[src/rtl/inst_fetch_queue.sv]
// Instruction fetch queue: DEPTH-entry circular buffer of {PC, instr} pairs
// between fetch and decode, first-word-fall-through, with single-cycle flush.
module inst_fetch_queue #(
    parameter int DEPTH = 4,
    parameter int PTR_W = 2
) (
    input  logic             clk_i,
    input  logic             rst_i,
    input  logic             flush_i,
    input  logic             enq_valid_i,
    output logic             enq_ready_o,
    input  logic [31:0]      enq_pc_i,
    input  logic [31:0]      enq_instr_i,
    output logic             deq_valid_o,
    input  logic             deq_ready_i,
    output logic [31:0]      deq_pc_o,
    output logic [31:0]      deq_instr_o,
    output logic [15:0]      deq_imm_o,
    output logic [PTR_W:0]   count_o
);

    logic [63:0]    mem_q [DEPTH];
    logic [PTR_W-1:0] wp_q, wp_d;
    logic [PTR_W-1:0] rp_q, rp_d;
    logic [PTR_W:0]   cnt_q, cnt_d;
    logic             enq_fire;
    logic             deq_fire;
    logic [63:0]      head;

    assign enq_ready_o = (cnt_q != (PTR_W+1)'(DEPTH));
    assign deq_valid_o = (cnt_q != '0);
    assign enq_fire    = enq_valid_i && enq_ready_o && !flush_i;
    assign deq_fire    = deq_valid_o && deq_ready_i && !flush_i;

    // DEPTH is a power of two, so natural pointer overflow is the wrap.
    always_comb begin
        wp_d  = wp_q;
        rp_d  = rp_q;
        cnt_d = cnt_q;
        if (flush_i) begin
            wp_d  = '0;
            rp_d  = '0;
            cnt_d = '0;
        end else begin
            if (enq_fire) wp_d = wp_q + 1'b1;
            if (deq_fire) rp_d = rp_q + 1'b1;
            unique case ({enq_fire, deq_fire})
                2'b10:   cnt_d = cnt_q + 1'b1;
                2'b01:   cnt_d = cnt_q - 1'b1;
                default: cnt_d = cnt_q;
            endcase
        end
    end

    always_ff @(posedge clk_i or negedge rst_i) begin
        if (!rst_i) begin
            wp_q  <= '0;
            rp_q  <= '0;
            cnt_q <= '0;
        end else begin
            wp_q  <= wp_d;
            rp_q  <= rp_d;
            cnt_q <= cnt_d;
        end
    end

    always_ff @(posedge clk_i) begin
        if (enq_fire) mem_q[wp_q] <= {enq_pc_i, enq_instr_i};
    end

    // Outputs are zeroed when empty so sign-extension sees 16'h0000.
    assign head        = mem_q[rp_q];
    assign deq_pc_o    = deq_valid_o ? head[63:32] : 32'h0;
    assign deq_instr_o = deq_valid_o ? head[31:0]  : 32'h0;
    assign deq_imm_o   = deq_instr_o[15:0];
    assign count_o     = cnt_q;

endmodule

[config.mk]
export PLATFORM = sky130hd
export DESIGN_NAME = inst_fetch_queue
export DESIGN_NICKNAME = d
export VERILOG_FILES = /design/src/rtl/inst_fetch_queue.sv
export SDC_FILE = /design/constraint.sdc
export NUM_CORES = 1
export LEC_CHECK = 0
export BUFFER_PORTS_ARGS = -buffer_cell sky130_fd_sc_hd__buf_4
export CAP_MARGIN = 20
export CORE_MARGIN = 4
export CORE_UTILIZATION = 55
export DETAILED_ROUTE_END_ITERATION = 8
export GPL_TIMING_DRIVEN = 1
export PLACE_DENSITY = 0.77
export SETUP_SLACK_MARGIN = 0.4
export SLEW_MARGIN = 40
export SYNTH_ARGS = -nofsm -noshare
export SYNTH_HDL_FRONTEND = slang
export SYNTH_SLANG_ARGS = --single-unit
[constraint.sdc]
create_clock -name clk_i -period 4.7 [get_ports clk_i]
set_clock_uncertainty 0.05 [all_clocks]
set_input_delay 0.94 -clock clk_i [delete_from_list [all_inputs] [get_ports clk_i]]
set_output_delay 0.94 -clock clk_i [all_outputs]
set_load 0.03 [all_outputs]
==> results.md, run 1 <==
Placed design:
- The placed instance area is approximately 12000 µm².
- The post-DP HPWL is between 10000 and 15000 µm.
- The number of input and output port buffers inserted is 153.
- At the placement stage, the worst setup path has a slack of approximately 1.5 ns.
- The number of placed instances, taps included is approximately 840.
- The congestion estimate from routability-driven global placement came to between 0.7 and 0.8.

Global route:
- For this run the aggregate overflow at the end of global routing stands at 0.
- The global routing usage summed across all routing layers is between 10% and 20%.
- The number of global-route vias before repair is ~5300.
- Entering global routing, the biggest net connects approximately 70 pins.
- The initial antenna violation count is 0.
- The first global-routing pass estimated 29820 µm of wire.

Cells and area:
- The number of standard cells in the layout, taps in and fillers out is ~900.
- The most common library cell in the layout ignoring fill and taps is sky130_fd_sc_hd__edfxtp_1.
- The number of diodes added for antenna fixing is 0.
- Relative to the synthesized area, the layout overhead comes to 20.87%.
- The share of final-layout standard cells stronger than drive strength 1 is roughly 41%.
- The fill cell instance count of the final layout is between 1000 and 1500.
- The number of nets in the finished design is between 700 and 800.
- Once layout is done, the placed cells without fillers occupy 12470 µm².
- In the layout the commonest cells are sky130_fd_sc_hd__edfxtp_1 (256), sky130_fd_sc_hd__buf_4 (153), sky130_fd_sc_hd__mux4_2 (64), sky130_fd_sc_hd__and2_1 (64), sky130_fd_sc_hd__clkbuf_16 (27).

Clocking:
- The total clock buffers created by CTS is 26.
- The CTS tree is built.
- The clock passes through at most 3 buffers.
- Once the clock tree was built, the setup fixing pass inserted 0 buffers.
- CTS built an H-tree with a depth of 1.
- After clock tree synthesis, the repair step resized 0 gates.
- The clock root buffer is sky130_fd_sc_hd__clkbuf_16.
- For the worst-skew pair, the clock arrives at the later sink with an insertion delay of ~0.5 ns.
- For this design, the CTS-stage hold fixing added 0 buffers.
- The number of clock sinks is 263.
- After clock tree synthesis, the clock-pin slew on the worst setup and hold paths is approximately 0.06 ns.

Floorplan:
- The total area inside the core boundary comes to approximately 18000 µm².
- From left edge to right edge, the die measures 145.0 µm.
- approximately 150 I/O pins were placed.
- The floorplan step defined a die boundary enclosing between 20000 and 25000 µm².
- The height of the die is approximately 140 µm.
- The initial utilization of the core area, before any placement, comes to about 57%.
- After floorplanning, the core was divided into 49 placement rows.

Power:
- The internal power contribution is between 4 and 5 mW.
- In this run the static leakage power is ~4.3 nW.
- Of the total power, the share spent switching nets is 24.06%.
- The power share of the combinational group is 15.3%.
- The part of the power in registers is about half.
- Dividing total power by cell area gives a power density of about 430 nW/µm².
- Summed over all nets, the switching power comes to between 1 and 1.5 mW.
- The maximum vdd ir drop is between 0.0003 and 0.0004 V.
- The clock network burns between 30% and 40% of the power.

Critical path:
- The kind of cell adding the most delay to the critical path is flip-flops.
- The largest stage delay on the critical path is 0.89 ns.
- The path type of the worst setup path is reg2out.
- The element type at the critical path start is a flip-flop.
- The largest driver fanout on the critical path is 34.
- For the worst setup path, the data required time is ~3.7 ns.
- The end point of the critical path is deq_imm_o[7].
- The count of cell instances traversed by the critical path is 4.
- The number of cells on the worst reg-to-reg path is 7.
- In this run the register-to-register setup slack is around 2 ns.
- On the critical path, the stage with the largest delay is an instance of sky130_fd_sc_hd__dfrtp_4.
- The endpoint kind of the worst setup timing path is an output pin.
- The critical path startpoint is rp_q[0]$_DFFE_PN0P_.
- The buffers plus inverters on the worst setup path is 2.
- The signal on the critical path passes through buf_12 -> mux4_2 -> and2_1 -> buf_4.
- The worst register-to-register path ends at count_o[1]$_DFFE_PN0P_.
- The critical path arrival is between 2 and 3 ns.
- The launch point of the worst reg-to-reg path is count_o[0]$_DFFE_PN0P_.

Timing:
- Based on the critical path, the design can be clocked at up to around 270 MHz.
- Setup violations remaining at the end of the flow were counted as 0.
- For the pin with the worst max-slew slack, the measured transition is just over 0.7 ns.
- After layout, the worst path uses roughly four fifths of the clock period.
- The minimum period implied by the final worst setup slack is about 3.7 ns.
- The count of pins over their slew limit is 0.
- The worst slew slack as a fraction of its limit is 53.03%.
- Setup repair after global routing left no endpoint under its margin.
- After layout, the worst setup slack is just over 1 ns.
- For the final routed database, the setup TNS stands at 0 ns.
- The number of hold violations in the final report is 0.

Synthesis:
- The fraction of the yosys area taken by sequential cells is ~76%.
- The area share of the leading cell type in the synthesized netlist is 74.50%.
- The synthesis-stage register bit count is between 200 and 300.
- In the post-synthesis netlist, the biggest area contributors are sky130_fd_sc_hd__edfxtp_1 (74%), sky130_fd_sc_hd__mux4_2 (14%), sky130_fd_sc_hd__and2_1 (4.1%), sky130_fd_sc_hd__dfrtp_1 (1.7%), sky130_fd_sc_hd__buf_4 (1.3%).
- The Yosys warning count is 0.
- The number of library cell types mapped by synthesis is 32.
- The average instance in the mapped netlist occupies approximately 21 µm².
- sky130_fd_sc_hd__edfxtp_1 takes more of the synthesized area than any other cell.
- The mapped netlist covers around 10000 µm².
- Synthesis produced a netlist whose cell count is between 400 and 500.
- The number of nets handed over by synthesis was between 500 and 600.

Route:
- The routed wire length is 18890 µm.
- The detail-routed via count per cell is roughly 5.7.
- The detailed router's first-iteration violation count is approximately 300.
- The number of remaining DRC errors is 0.
- The detailed-router iteration count before antenna repair is 5.
- The count of nets left with antenna violations once routing finished came out at 0.
- In the final routed layout, each cell accounts on average for approximately 22 µm.
- The routed via count is 5030.

Outcome:
- The run finished with clean final reports.

Run:
- The reported max-cap violation count is 0.

Hold path:
- The type of the worst min-delay path is in2async.
-- worst register-to-register path, cell delays in order, from the launching register on --
cell and delay (ns):
sky130_fd_sc_hd__dfrtp_1 0.54, sky130_fd_sc_hd__or3_4 0.65, sky130_fd_sc_hd__nand2_1 0.23, sky130_fd_sc_hd__nor3b_1 0.28
sky130_fd_sc_hd__fa_1 0.49, sky130_fd_sc_hd__o311a_1 0.13, sky130_fd_sc_hd__a21oi_1 0.13, sky130_fd_sc_hd__nor3_1 0.07
-- worst min-delay path by stage --
stage	start	endpoint	slack, ns	depth (start not counted)
after detailed placement	wp_q[1]$_DFFE_PN0P_	wp_q[1]$_DFFE_PN0P_	0.53	2
after global placement	wp_q[1]$_DFFE_PN0P_	wp_q[1]$_DFFE_PN0P_	0.50	2
after floorplan	wp_q[1]$_DFFE_PN0P_	wp_q[1]$_DFFE_PN0P_	0.49	2
after CTS	rst_i	rp_q[1]$_DFFE_PN0P_	0.17	1
final	rst_i	count_o[2]$_DFFE_PN0P_	0.19	1
after global routing	rst_i	rp_q[1]$_DFFE_PN0P_	0.18	1
-- stage by stage --
| stage | utilization [%] | power, mW | hold slack, ns |
|---|---|---|---|
| 3_3_place_gp | 63.27 | 3.563 | 0.5032 |
| 3_5_place_dp | 64.25 | 3.594 | 0.5287 |
| 4_1_cts | 68.49 | 5.479 | 0.1714 |
| 2_1_floorplan | - | 3.304 | 0.4925 |
| 5_1_grt | 68.49 | 5.629 | 0.1753 |
| 6_report | 68.49 | 5.418 | 0.1883 |
-- flip-flops by register name (all words and copies together), names as in the netlist --
register and flops:
wp_q 2, mem_q 256, rp_q 2, count_o 3
-- Yosys cell counts --
| library cell | n |
|---|---|
| sky130_fd_sc_hd__nand3b_1 | 1 |
| sky130_fd_sc_hd__o311a_1 | 1 |
| sky130_fd_sc_hd__mux4_2 | 64 |
| sky130_fd_sc_hd__xor2_1 | 2 |
| sky130_fd_sc_hd__fa_1 | 1 |
| sky130_fd_sc_hd__nor2_1 | 7 |
| sky130_fd_sc_hd__ha_1 | 4 |
| sky130_fd_sc_hd__dfrtp_1 | 7 |
| sky130_fd_sc_hd__nor3b_1 | 1 |
| sky130_fd_sc_hd__nor3_1 | 2 |
| sky130_fd_sc_hd__o21bai_1 | 1 |
| sky130_fd_sc_hd__buf_4 | 18 |
| sky130_fd_sc_hd__nand3_1 | 4 |
| sky130_fd_sc_hd__or3_4 | 1 |
| sky130_fd_sc_hd__or3_1 | 1 |
| sky130_fd_sc_hd__or3b_1 | 1 |
| sky130_fd_sc_hd__clkbuf_1 | 8 |
| sky130_fd_sc_hd__nor2b_1 | 1 |
| sky130_fd_sc_hd__o221ai_1 | 1 |
| sky130_fd_sc_hd__edfxtp_1 | 256 |
| sky130_fd_sc_hd__nand2_1 | 6 |
| sky130_fd_sc_hd__buf_2 | 10 |
| sky130_fd_sc_hd__a31oi_1 | 1 |
| sky130_fd_sc_hd__buf_6 | 5 |
| sky130_fd_sc_hd__xnor2_1 | 2 |
| sky130_fd_sc_hd__a211oi_1 | 1 |
| sky130_fd_sc_hd__a21oi_1 | 3 |
| sky130_fd_sc_hd__and2_1 | 68 |
| sky130_fd_sc_hd__inv_1 | 2 |
| sky130_fd_sc_hd__a21o_1 | 1 |
| sky130_fd_sc_hd__nand2b_1 | 1 |
| sky130_fd_sc_hd__o21ai_0 | 2 |
-- kinds of logic (layout without fill, tap and decap cells) --
family / count (synthesis) / in the layout / share of synthesized area [%]
AND/OR/NAND/NOR: 94 / 94 / 5.408
buffers and inverters: 43 / 208 / 2.704
adder cells (fa/ha/maj): 5 / 5 / 0.6791
flip-flops: 263 / 263 / 76.20
multiplexers: 64 / 64 / 13.97
XOR/XNOR: 4 / 4 / 0.3396
AO/OA/AOI/OAI: 11 / 11 / 0.7034
-- power groups by stage --
stage | logic, mW | registers [mW] | clock network [mW]
2_1_floorplan | 0.577 | 2.73 | 0
3_3_place_gp | 0.806 | 2.76 | 0
3_5_place_dp | 0.837 | 2.76 | 0
4_1_cts | 0.840 | 2.71 | 1.93
5_1_grt | 0.881 | 2.71 | 2.03
6_report | 0.828 | 2.70 | 1.89
-- routing by layer --
metal  up-vias  routed length (µm)  GRT usage [%]  share of wire [%]
met5         -                   0              0                  0
met4         0                 285          3.800                1.5
met3        26                1026          3.336                5.4
met2       147                9740          30.61                 52
met1      2637                7833          24.24                 41
li1       2220                   -              -                  -
-- layout make-up --
cell class	count	area [µm²]	share of cell area [%]
flip-flops and latches	263	7870	63.10
multi-input cells	178	2187	17.54
clock buffers	35	705.7	5.658
clock inverters	8	66.31	0.5317
inverters	2	7.507	0.06019
repair buffers	163	1349	10.81
well taps	229	286.5	2.297
No activity file was read; power rests on OpenSTA's default activity.
==> run 2, diff against run 1 <==
- CORE_UTILIZATION: 55 -> 51
- PLACE_DENSITY: 0.77 -> 0.75
- clock period: 4.7 -> 3.39 ns (I/O delays scaled with it)
==> results.md, run 2 (synthesis gave the netlist of run 1 again) <==
Cells and area:
- Counting flops per register, the top entry is mem_q.
- Compared with the post-synthesis result, the final layout area differs by 22.46%.
- The most common library cell in the layout ignoring fill and taps is sky130_fd_sc_hd__edfxtp_1.
- The end-of-flow core utilization is 64.29%.
- The repair_antennas step left the layout with diodes totalling 0.
- The finished layout holds approximately 920 standard cells, fillers aside.
- The register with the most flip-flops in the layout has between 200 and 300 of them.
- The top cell types in the final layout, fill and taps aside, are sky130_fd_sc_hd__edfxtp_1 (256), sky130_fd_sc_hd__buf_4 (154), sky130_fd_sc_hd__mux4_2 (64), sky130_fd_sc_hd__and2_1 (64), sky130_fd_sc_hd__clkbuf_16 (27).
- The fill cell instance count of the final layout is 1356.
- The number of nets in the finished design is 712.
- The share of final-layout standard cells stronger than drive strength 1 is 41.25%.

Global route:
- The global routing usage summed across all routing layers is between 15 and 20%.
- The initial antenna violation count came to 0.
- The leftover overflow at the end of global routing is 0.
- The most congested layer reported by global routing is met2.
- In the global route stage, met1 resource usage came out at 23.00%.
- The wire length of the first global-routing pass is 30420 µm.
- Global routing consumed, on the met2 layer, approximately 30% of the routing resources.
- In the global route stage, met3 resource usage came out at under 10%.
- The maximum number of pins on one net before global-route repair is between 60 and 70.
- The number of global-route vias before repair is approximately 5500.

Route:
- After the first detailed-routing iteration, the DRC count stood at between 300 and 400.
- The count of nets left with antenna violations once routing finished came out at 0.
- For this run, design rule violations remaining after detail routing come to 0.
- After detailed routing, the number of vias per cell comes to approximately 5.5.
- The average wire per standard cell is about 21 µm.
- The detailed-router iteration count before antenna repair is 4.
- The final layout contains routed wiring with a total length of about 19000 µm.
- The routed via count is 5026.

Clocking:
- The clock latency of the later-clocked register in the worst-skew pair is 0.51 ns.
- The tree is rooted in a sky130_fd_sc_hd__clkbuf_16.
- Clock tree synthesis inserted a total of 27 buffers.
- TritonCTS built the clock tree.
- The number of clock sinks is between 200 and 300.
- After clock tree synthesis, the clock-pin slew on the worst setup and hold paths is 0.06 ns.
- The deepest level of the CTS H-tree is 1.
- The deepest clock path buffer count is 3.

Critical path:
- The endpoint kind of the worst setup timing path is an output pin.
- In this design, the largest share of critical-path delay is due to simple AND/OR/NAND/NOR gates.
- The largest driver fanout on the critical path is 67.
- The buffers plus inverters on the worst setup path is 1.
- STA classifies the critical path startpoint as a flip-flop.
- The path type of the worst setup path is reg2out.
- The largest stage delay on the critical path is 0.70 ns.
- The largest individual stage delay along the critical path comes from the cell sky130_fd_sc_hd__or3_4.
- The startpoint identified for the worst register-to-register timing path is count_o[0]$_DFFE_PN0P_.
- STA puts the critical path data required time at 2.66 ns.
- The critical path starts at count_o[1]$_DFFE_PN0P_.
- The signal on the critical path passes through or3_4 -> and2_1 -> buf_4.
- The critical path arrival is 2.18 ns.

Timing:
- The post-layout worst setup margin is between 0.4 and 0.5 ns.
- Based on the critical path, the design can be clocked at up to approximately 340 MHz.
- The worst path uses a little under nine tenths of the clock period.
- Headroom to the max-slew limit came out at approximately 57%.
- The number of setup violations in the final report is 0.
- The accumulated negative setup slack is 0 ns.
- At the pin with the least slew margin, the transition time is between 0.6 and 0.7 ns.
- Setup repair after global routing could not meet its margin everywhere.
- The number of hold violations in the final report came to 0.
- The clock period could shrink to roughly 2.9 ns.
- The count of pins over their slew limit is 0.

Power:
- The maximum vdd ir drop is 0.0004304 V.
- Summed over all cells, the static leakage comes to ~4.4 nW.
- For this design the ratio of total power to cell area is 617.3 nW/µm².

Floorplan:
- In this run the core area contains 51 standard-cell rows.
- In this run the standard cell core region covers 19650 µm².
- Measured along the x axis, the die boundary spans around 150 µm.
- The area of the die is between 20000 and 25000 µm².
- The count of pins on the block boundary is ~150.
- The starting density of the core is between 50% and 60%.
- The die is between 150 and 200 µm tall.

Hold path:
- The worst hold path belongs to the class in2reg.
- The startpoint identified for the worst hold timing path is enq_instr_i[12].

Placed design:
- The pre-CTS setup slack is around 0.67 ns.
- The post-DP HPWL is between 10000 and 15000 µm.
- The number of input and output port buffers inserted is ~150.
- The weighted congestion at the end of routability-driven global placement is 0.7049.
- The number of placed instances, taps included is 869.

Run:
- The reported max-cap violation count is 0.

Outcome:
- The run finished with clean final reports.
-- run 2: worst register-to-register path, stage by stage (launching register included) --
cell,delay [ns]
sky130_fd_sc_hd__dfrtp_1,0.56
sky130_fd_sc_hd__or3_4,0.62
sky130_fd_sc_hd__nand2_1,0.19
sky130_fd_sc_hd__nor3b_1,0.27
sky130_fd_sc_hd__fa_1,0.49
sky130_fd_sc_hd__o311a_1,0.13
sky130_fd_sc_hd__a21oi_1,0.17
sky130_fd_sc_hd__nor3_1,0.08
-- run 2: stage by stage --
| stage | hold WS (ns) | power, mW | instance area [µm²] |
|---|---|---|---|
| 3_5_place_dp | 0.4530 | 4.992 | 11690 |
| 4_1_cts | 0.2877 | 7.905 | 12640 |
| 6_report | 0.3142 | 7.800 | 12640 |
| 5_1_grt | 0.2903 | 8.115 | 12640 |
| 3_3_place_gp | 0.4536 | 4.966 | 11690 |
| 2_1_floorplan | 0.3324 | 4.578 | 10320 |
-- run 2: worst paths after layout --
check                                         end  cells past startpoint  slack [ns]
min                        mem_q[1][12]$_DFFE_PP_                      1        0.31
max in group asynchronous     rp_q[0]$_DFFE_PN0P_                      2        2.67
max reg2reg                count_o[1]$_DFFE_PN0P_                      7        0.73
min reg2reg                   wp_q[1]$_DFFE_PN0P_                      2        0.54
min in group asynchronous  count_o[1]$_DFFE_PN0P_                      2        0.46
max                                   deq_pc_o[1]                      3        0.48
-- run 2: report_power, final --
part	internal [mW]	total, mW	switching, mW
Combinational	0.522	1.21	0.685
Sequential	3.68	3.72	0.0388
Clock	1.76	2.87	1.11
Total	5.96	7.80	1.84
-- run 2: layout make-up --
cell class	instances	area, µm²	share of cell area (%)
Sequential cell	263	7870	62.28
Clock inverter	14	165.2	1.307
Tap cell	265	331.6	2.624
Multi-Input combinational cell	178	2187	17.31
Timing Repair Buffer	166	1373	10.86
Clock buffer	34	701.9	5.555
Inverter	2	7.507	0.05941
-- run 2: repair_timing --
| item | in CTS | in global routing |
|---|---|---|
| endpoints found under the hold margin | 7 | 0 |
| hold buffers | 1 | 0 |
| setup buffers | 4 | 0 |
| cloned | 0 | 0 |
| setup endpoints to repair | 75 | 38 |
| pin swaps | 0 | 1 |
| gates resized for setup | 1 | 0 |
-- run 2: metal layers --
layer  wire, µm  vias to the layer above
met1       7845                     2602
met2      10030                      161
li1           -                     2234
met3       1181                       29
met4        341                        0
met5          0                        -
